**config.mk**
```make
export PLATFORM = sky130hd
export DESIGN_NAME = clkmeas_flat
export DESIGN_NICKNAME = d
export VERILOG_FILES = /design/src/rtl/clkmeas_pkg.sv /design/src/rtl/clkmeas_if.sv /design/src/rtl/clkmeas_lck.sv /design/src/rtl/clkmeas.sv /design/src/flat_wrapper.sv
export SDC_FILE = /design/constraint.sdc
export NUM_CORES = 1
export LEC_CHECK = 0
export ABC_CLOCK_PERIOD_IN_PS = 2040
export CAP_MARGIN = 40
export CORE_MARGIN = 4
export CORE_UTILIZATION = 55
export CTS_BUF_LIST = sky130_fd_sc_hd__clkbuf_8
export DETAILED_ROUTE_END_ITERATION = 7
export PLACE_DENSITY = 0.77
export RECOVER_POWER = 100
export SKIP_CTS_REPAIR_TIMING = 1
export SYNTH_ARGS = -nofsm -noshare
export SYNTH_HDL_FRONTEND = slang
export SYNTH_SLANG_ARGS = --single-unit
```
**constraint.sdc**
```tcl
create_clock -name clk -period 2.04 [get_ports clk]
set_input_delay 0.306 -clock clk [delete_from_list [all_inputs] [get_ports clk]]
set_output_delay 0.306 -clock clk [all_outputs]
set_load 0.005 [all_outputs]
```
**src/rtl/clkmeas_pkg.sv**
```systemverilog
// Shared types for the strobe-period meter.
package clkmeas_pkg;

  typedef enum logic [1:0] {
    IDLE = 2'd0,
    ARM  = 2'd1,
    MEAS = 2'd2
  } state_t;

endpackage

```
**src/rtl/clkmeas_if.sv**
```systemverilog
// Strobe input / measurement output bundle of the period meter.
interface clkmeas_if #(
  parameter int DWC = 8
);
  logic           ena;
  logic           stb;
  logic [DWC-1:0] div;
  logic           vld;
  logic           lck;
  logic           ovf;

  modport master (
    output ena, stb,
    input  div, vld, lck, ovf
  );

  modport slave (
    input  ena, stb,
    output div, vld, lck, ovf
  );
endinterface

```
**src/rtl/clkmeas_lck.sv**
```systemverilog
// Lock tracker: counts consecutive identical measurements, saturating at LCK.
module clkmeas_lck #(
  parameter int DWC = 8,
  parameter int LCK = 4
) (
  input  logic           clk,
  input  logic           i_clr,
  input  logic           i_upd,
  input  logic [DWC-1:0] i_new,
  input  logic [DWC-1:0] i_prev,
  output logic           o_lck
);

  localparam int MW = $clog2(LCK + 1);

  logic [MW-1:0] r_mcnt;
  logic          r_lck;
  logic [MW-1:0] w_mnext;

  function automatic logic [MW-1:0] sat_inc(input logic [MW-1:0] v);
    return (v == MW'(LCK)) ? v : v + 1'b1;
  endfunction

  // An empty history has no valid previous value, so it always restarts at one.
  assign w_mnext = (r_mcnt == '0 || i_new != i_prev) ? MW'(1) : sat_inc(r_mcnt);

  always_ff @(posedge clk) begin
    if (i_clr) begin
      r_mcnt <= '0;
      r_lck  <= 1'b0;
    end else if (i_upd) begin
      r_mcnt <= w_mnext;
      r_lck  <= (w_mnext == MW'(LCK));
    end
  end

  assign o_lck = r_lck;

endmodule

```
**src/rtl/clkmeas.sv**
```systemverilog
// Strobe-period meter: recovers the divider ratio (period - 1) of a strobe train,
// flags lock on LCK identical measurements and overflow past 2^DWC cycles.
module clkmeas
  import clkmeas_pkg::*;
#(
  parameter int DWC = 8,
  parameter int LCK = 4
) (
  input  logic     clk,
  input  logic     rstn,
  clkmeas_if.slave bus
);

  state_t         r_state;
  logic [DWC-1:0] r_cnt;
  logic [DWC-1:0] r_div;
  logic           r_vld;
  logic           r_ovf;

  logic           w_clr;
  logic           w_meas;
  logic           w_ovf;
  logic           w_lck;

  assign w_clr  = !rstn || !bus.ena;
  assign w_meas = (r_state == MEAS) && bus.stb;
  assign w_ovf  = (r_state == MEAS) && !bus.stb && (r_cnt == '1);

  always_ff @(posedge clk) begin
    if (w_clr) begin
      r_state <= IDLE;
      r_cnt   <= '0;
      r_div   <= '0;
      r_vld   <= 1'b0;
      r_ovf   <= 1'b0;
    end else begin
      r_vld <= 1'b0;
      r_ovf <= 1'b0;
      case (r_state)
        IDLE: r_state <= ARM;
        // The first strobe only opens a period; there is nothing to report yet.
        ARM: begin
          if (bus.stb) begin
            r_state <= MEAS;
            r_cnt   <= '0;
          end
        end
        MEAS: begin
          if (bus.stb) begin
            r_cnt <= '0;
            r_div <= r_cnt;
            r_vld <= 1'b1;
          end else if (r_cnt == '1) begin
            // Period too long to represent: report and re-arm instead of wrapping.
            r_ovf   <= 1'b1;
            r_cnt   <= '0;
            r_state <= ARM;
          end else begin
            r_cnt <= r_cnt + 1'b1;
          end
        end
        default: r_state <= IDLE;
      endcase
    end
  end

  clkmeas_lck #(
    .DWC (DWC),
    .LCK (LCK)
  ) u_lck (
    .clk    (clk),
    .i_clr  (w_clr || w_ovf),
    .i_upd  (w_meas),
    .i_new  (r_cnt),
    .i_prev (r_div),
    .o_lck  (w_lck)
  );

  assign bus.div = r_div;
  assign bus.vld = r_vld;
  assign bus.lck = w_lck;
  assign bus.ovf = r_ovf;

endmodule

```
**src/flat_wrapper.sv**
```systemverilog
// flat-port wrapper written by rule: the top's interface ports become plain ports
module clkmeas_flat import clkmeas_pkg::*;
#(
  parameter int DWC = 8,
  parameter int LCK = 4
)
  (clk, rstn, bus_ena, bus_stb, bus_div, bus_vld, bus_lck, bus_ovf);
  clkmeas_if #(.DWC(DWC)) bus_i ();
  input  logic clk;
  input  logic rstn;
  input wire logic [$bits(bus_i.ena)-1:0] bus_ena;
  input wire logic [$bits(bus_i.stb)-1:0] bus_stb;
  output wire logic [$bits(bus_i.div)-1:0] bus_div;
  output wire logic [$bits(bus_i.vld)-1:0] bus_vld;
  output wire logic [$bits(bus_i.lck)-1:0] bus_lck;
  output wire logic [$bits(bus_i.ovf)-1:0] bus_ovf;
  assign bus_i.ena = bus_ena;
  assign bus_i.stb = bus_stb;
  assign bus_div = bus_i.div;
  assign bus_vld = bus_i.vld;
  assign bus_lck = bus_i.lck;
  assign bus_ovf = bus_i.ovf;
  clkmeas #(.DWC(DWC), .LCK(LCK)) u_core (.clk(clk), .rstn(rstn), .bus(bus_i));
endmodule
```
==> results of run 1 <==
## worst min-delay path, delay by kind of cell (launching register included)
family | cells | cell delay [ns]
simple gates | 1 | 0.05
compound gates | 1 | 0.05
flops | 1 | 0.31
## cell type report
class / instances / area share
Clock buffer: 3 / 0.0294
Clock inverter: 1 / 0.0214
Inverter: 3 / 0.00801
Multi-Input combinational cell: 107 / 0.457
Sequential cell: 24 / 0.342
Tap cell: 27 / 0.0240
Timing Repair Buffer: 18 / 0.118
## kinds of logic after synthesis
family | after synthesis | synth area share
adders and majority gates | 3 | 0.0324
xor gates and xnor gates | 16 | 0.121
AOI/OAI and AO/OA | 28 | 0.163
buffers and inverters | 8 | 0.0292
DFF | 24 | 0.415
and+or+nand+nor | 60 | 0.240
## routing by layer
layer / up-vias / wire length [µm] / global-route usage
met4: 0 / 35 / 0.0979
met5: - / 0 / 0
met3: 4 / 85 / 0.0332
met1: 472 / 1040 / 0.236
li1: 514 / - / -
met2: 19 / 1180 / 0.329
## through the flow
| stage | power [mW] | cell area [µm²] | hold WS (ns) |
|---|---|---|---|
| 2_1_floorplan | 0.506 | 1160 | 0.403 |
| 3_3_place_gp | 0.519 | 1340 | 0.455 |
| 3_5_place_dp | 0.520 | 1340 | 0.467 |
| 4_1_cts | 0.926 | 1410 | 0.478 |
| 5_1_grt | 0.950 | 1410 | 0.479 |
| 6_report | 0.917 | 1410 | 0.466 |
## cells in the final DEF, fill, tap and decap left out, drive strengths merged
cell | synthesis | final
a211oi | 1 | 1
dfxtp | 24 | 24
a22oi | 1 | 1
a31oi | 1 | 1
o32ai | 1 | 1
nand3b | 2 | 2
ha | 3 | 3
nor3 | 2 | 2
inv | 3 | 3
dlygate4sd3 | 0 | 12
xor2 | 7 | 7
and2 | 1 | 1
o2111ai | 1 | 1
nand3 | 3 | 3
a21oi | 16 | 16
o21ai | 2 | 2
clkbuf | 2 | 4
xnor2 | 9 | 9
and3 | 2 | 2
clkdlybuf4s50 | 0 | 2
a41oi | 2 | 2
nand4 | 4 | 4
nand2b | 2 | 2
nand2 | 28 | 28
buf | 3 | 3
and4 | 1 | 1
nor2 | 12 | 12
nor2b | 2 | 2
o21bai | 1 | 1
bufinv | 0 | 1
o21a | 1 | 1
nor3b | 1 | 1
a2111oi | 1 | 1
## where the power goes
| group | switching [mW] | internal, mW |
|---|---|---|
| sequential | 0.00336 | 0.470 |
| combinational | 0.0201 | 0.0149 |
| clock | 0.146 | 0.262 |
## state kept, by name, summed over array words and instances, names as in the netlist
name,flops
u_core.r_state,2
u_core.bus.div,8
u_core.r_cnt,8
u_core.u_lck.o_lck,1
u_core.u_lck.r_mcnt,3
u_core.bus.vld,1
u_core.bus.ovf,1
## path summary, 6_finish.rpt
path,end,cells past startpoint,start
worst max-delay path,u_core.u_lck.r_mcnt[0]$_SDFFE_PP0P_,6,u_core.r_cnt[1]$_SDFFE_PP0P_
worst min-delay path,u_core.u_lck.o_lck$_SDFFE_PP0P_,2,u_core.u_lck.o_lck$_SDFFE_PP0P_
worst max register to register,u_core.u_lck.r_mcnt[0]$_SDFFE_PP0P_,6,u_core.r_cnt[1]$_SDFFE_PP0P_
worst min register to register,u_core.u_lck.o_lck$_SDFFE_PP0P_,2,u_core.u_lck.o_lck$_SDFFE_PP0P_
==> results.toml, run 1 <==
[global_route]
grt_pass1_wl_um = 4070
grt_pass1_vias = 931
antenna_found_initial = 0
grt_overflow = 0
grt_max_degree = 15
gr-usage-all-layers = 0.195

[clocking]
clock_tree.buffer_depth = 2
cts_made_buffers = 3
cts_root_buffer = "clkbuf_8"
clk_latency_ns = 0.27
cts.sinks = 24
clk_pin_slew_ns = 0.08
cts_tree = "done"
cts_htree_levels = 1

[timing]
drv_slew = 0
finalHoldViolations = 0
finalCriticalPeriod_ns = 1.70
fin_crit_sh = 0.835
skew_ns = 0.00679
relSlewSlack = 0.662
rsz0062_at_grt = "no"
fin_tns_setup_ns = 0
fmax_mhz = 587
worst_pin_slew_ns = 0.506
setup_viol = 0
setup_slack_ns = 0.337

[cells_and_area]
area_delta_synth_final_pct = 21.4
diodes = 0
stdcell_count = 183
fin_util = 0.710
drive_above_1_share = 0.0577
layout.nets = 164
multi_input_area_um2 = 643
n_fill_cell = 151
seqCellArea_um2 = 480

[logic_synthesis]
ys.flop_type = "dfxtp_1"
yosysMostFrequentCell = "nand2_1"
syn-num-nets = 146
ys_ff_latch = 24
yosysWarnings = 0
synth_edf_count = 0
yosys.area.top_type_share = 0.415
yosys.area.top_type = "dfxtp_1"
synth_area_per_cell_um2 = 8.34
synth-seq-area-share = 0.415
synthTopCellsByCount = "nand2_1, dfxtp_1, a21oi_1"
synth_area_leaders = "dfxtp_1, nand2_1, a21oi_1"
async_flop_share = 0
syn_inst = 139
syn_area_um2 = 1160
synthDistinctLibCells = 31

[worst_setup_path]
cp-start-kind = "flip-flop"
path_cells = "ha_1, nor2b_1, nand4_1, o21bai_1, a41oi_1, o21a_1"
critPathKind = "flip-flop to flip-flop"
cp.arrival_ns = 1.86
cp_max_fo = 6
cpPeakStageDelay_ns = 0.45
required_ns = 2.20
cp.buffers_inverters = 0
cp_slowest_cell = "dfxtp_1"
end_kind = "flip-flop"
worst-r2r-setup-slack_ns = 0.34
crit_family = "compound AO/OA/AOI/OAI gates"

[run]
cap_violations = 0

[detailed_routing]
vias = 1009
drtPass1Iterations = 4
post-route-drc-count = 0
routed_wl_um = 2340
wl_per_cell_um = 12.8
drt-initial-drc-count = 24
ant_nets = 0
via_per_inst = 5.51

[placed_design]
dp_slack_ns = 0.175
io_buffer_count = 14
hpwl_um = 1760
place_congestion = 0.841
dp_cells = 179

[floorplanning]
core_area_um2 = 1980
dieWidth_um = 53.9
die_h_um = 53.9
fp.dieArea_um2 = 2900
row_count = 16
num_io_pins = 15
initial_core_util = 0.585

[power_and_ir_drop]
vdd_drop_max_mv = 0.549
p_per_area_nw_per_um2 = 652
leakagePower_nw = 0.517

[worst_hold_path]
hold_path_class = "flip-flop to flip-flop"

[status]
status = "finished, final reports clean"
Note: power is estimated with default switching activity, not from simulation.
==> run 2, diff against run 1 <==
Settings changed: ABC_CLOCK_PERIOD_IN_PS 2040 to 1600.
Clock period 2.04 ns to 1.6 ns, I/O delays scaled along.
==> run 2 against run 1 <==
Core utilization increased by 4.8 points. Critical endpoint is now u_core.bus.div[0]$_SDFFE_PP0P_. Cell count increased by 7.1%. Combinational power increased by 59%. Largest power group unchanged. Largest cell class unchanged. Setup slack got worse by 0.25 ns. Flip-flop and latch count unchanged. Sequential share of layout area decreased by 1.9 points.
==> results.toml, run 2 (synthesized netlist as in run 1, its figures left out) <==
[clocking]
cts_htree_levels = 1
cts_made_buffers = 3
clk_latency_ns = 0.26
cts.sinks = 24
cts_tree = "done"
clk_pin_slew_ns = 0.08
clock_tree.buffer_depth = 2
cts_root_buffer = "clkbuf_8"

[timing]
finalCriticalPeriod_ns = 1.51
setup_viol = 0
fmax_mhz = 660
worst_pin_slew_ns = 0.393
fin_crit_sh = 0.947
drv_slew = 0
rsz0062_at_grt = "yes"
holdWs_ns = 0.476
setup_slack_ns = 0.0851
skew_ns = 0.00122
relSlewSlack = 0.738
finalHoldViolations = 0

[detailed_routing]
drtPass1Iterations = 4
post-route-drc-count = 0
routed_wl_um = 2560
ant_nets = 0
wl_per_cell_um = 13.1
drt-initial-drc-count = 18
vias = 1063
via_per_inst = 5.42

[global_route]
grt_max_degree = 15
antenna_found_initial = 0
grt_pass1_wl_um = 4270
gr-usage-all-layers = 0.204
grt_overflow = 0
grt_pass1_vias = 1017

[placed_design]
hpwl_um = 1980
dp_cells = 192
dp_slack_ns = -0.0920
io_buffer_count = 14
place_congestion = 0.834

[cells_and_area]
layout.nets = 177
diodes = 0
layout_commonest_cell = "nand2_1"
final_cell_mix = "nand2_1, dfxtp_1, a21oi_1"
drive_above_1_share = 0.166
area_delta_synth_final_pct = 29.6
n_fill_cell = 142
stdcell_count = 196

[power_and_ir_drop]
p_per_area_nw_per_um2 = 708
vdd_drop_max_mv = 0.778
leakagePower_nw = 0.574

[worst_setup_path]
end_kind = "flip-flop"
critPathKind = "flip-flop to flip-flop"
cp_slowest_cell = "dfxtp_1"
required_ns = 1.79
cp-start-kind = "flip-flop"
cp.arrival_ns = 1.71
cp_max_fo = 8
path_cells = "nor2b_1, and2_0, clkbuf_2, nand2_1, a21oi_1"
cpPeakStageDelay_ns = 0.45

[worst_hold_path]
hold_path_class = "flip-flop to flip-flop"

[floorplanning]
dieWidth_um = 53.9
num_io_pins = 15
initial_core_util = 0.585
die_h_um = 53.9
row_count = 16
core_area_um2 = 1980
fp.dieArea_um2 = 2900

[status]
status = "finished, final reports clean"

[run]
cap_violations = 0
==> run 2: area by class of cell <==
type | count | area [µm²] | share of cell area
inverter | 3 | 11.3 | 0.00750
sequential | 24 | 484 | 0.322
clock buffer | 4 | 55.1 | 0.0367
timing repair buffer | 31 | 258 | 0.172
multi-input combinational | 107 | 659 | 0.439
tap | 27 | 33.8 | 0.0225
==> run 2: worst paths after layout <==
path	start	cells past startpoint	endpoint	slack, ns
setup / recovery	u_core.r_state[1]$_SDFFE_PP0P_	5	u_core.bus.div[0]$_SDFFE_PP0P_	0.09
hold / removal	u_core.u_lck.o_lck$_SDFFE_PP0P_	2	u_core.u_lck.o_lck$_SDFFE_PP0P_	0.48
setup reg to reg	u_core.r_state[1]$_SDFFE_PP0P_	5	u_core.bus.div[0]$_SDFFE_PP0P_	0.09
hold reg to reg	u_core.u_lck.o_lck$_SDFFE_PP0P_	2	u_core.u_lck.o_lck$_SDFFE_PP0P_	0.48
==> run 2: metal layers <==
metal  part of all wire  vias up  global-route usage
met5                  0        -                   0
met4              0.020        0              0.0851
met3              0.037        6              0.0332
met2               0.50       24               0.375
met1               0.44      497               0.230
li1                   -      536                   -
==> run 2: worst max-delay path, delay by kind of cell, from the launching register on <==
| family | cells | cell delay, ns |
|---|---|---|
| DFF | 1 | 0.45 |
| buffers and inverters | 1 | 0.25 |
| AOI/OAI and AO/OA | 1 | 0.13 |
| and+or+nand+nor | 3 | 0.62 |
==> run 2: power by group <==
group | internal, mW | leakage, nW | switching (mW) | total [mW]
Combinational | 0.0264 | 0.350 | 0.0291 | 0.0555
Clock | 0.219 | 0.0288 | 0.183 | 0.403
Sequential | 0.599 | 0.195 | 0.00563 | 0.605
Total | 0.845 | 0.574 | 0.218 | 1.06
==> run 2: through the flow <==
| step | instance area (µm²) | power (mW) | TNS, ns | utilization |
|---|---|---|---|---|
| floorplan | 1160 | 0.645 | 0 | - |
| global placement | 1440 | 0.671 | -0.0442 | 0.725 |
| detailed placement | 1440 | 0.672 | -0.283 | 0.725 |
| CTS | 1490 | 1.07 | 0 | 0.753 |
| global route | 1500 | 1.11 | -0.0590 | 0.758 |
| finish | 1500 | 1.06 | 0 | 0.758 |
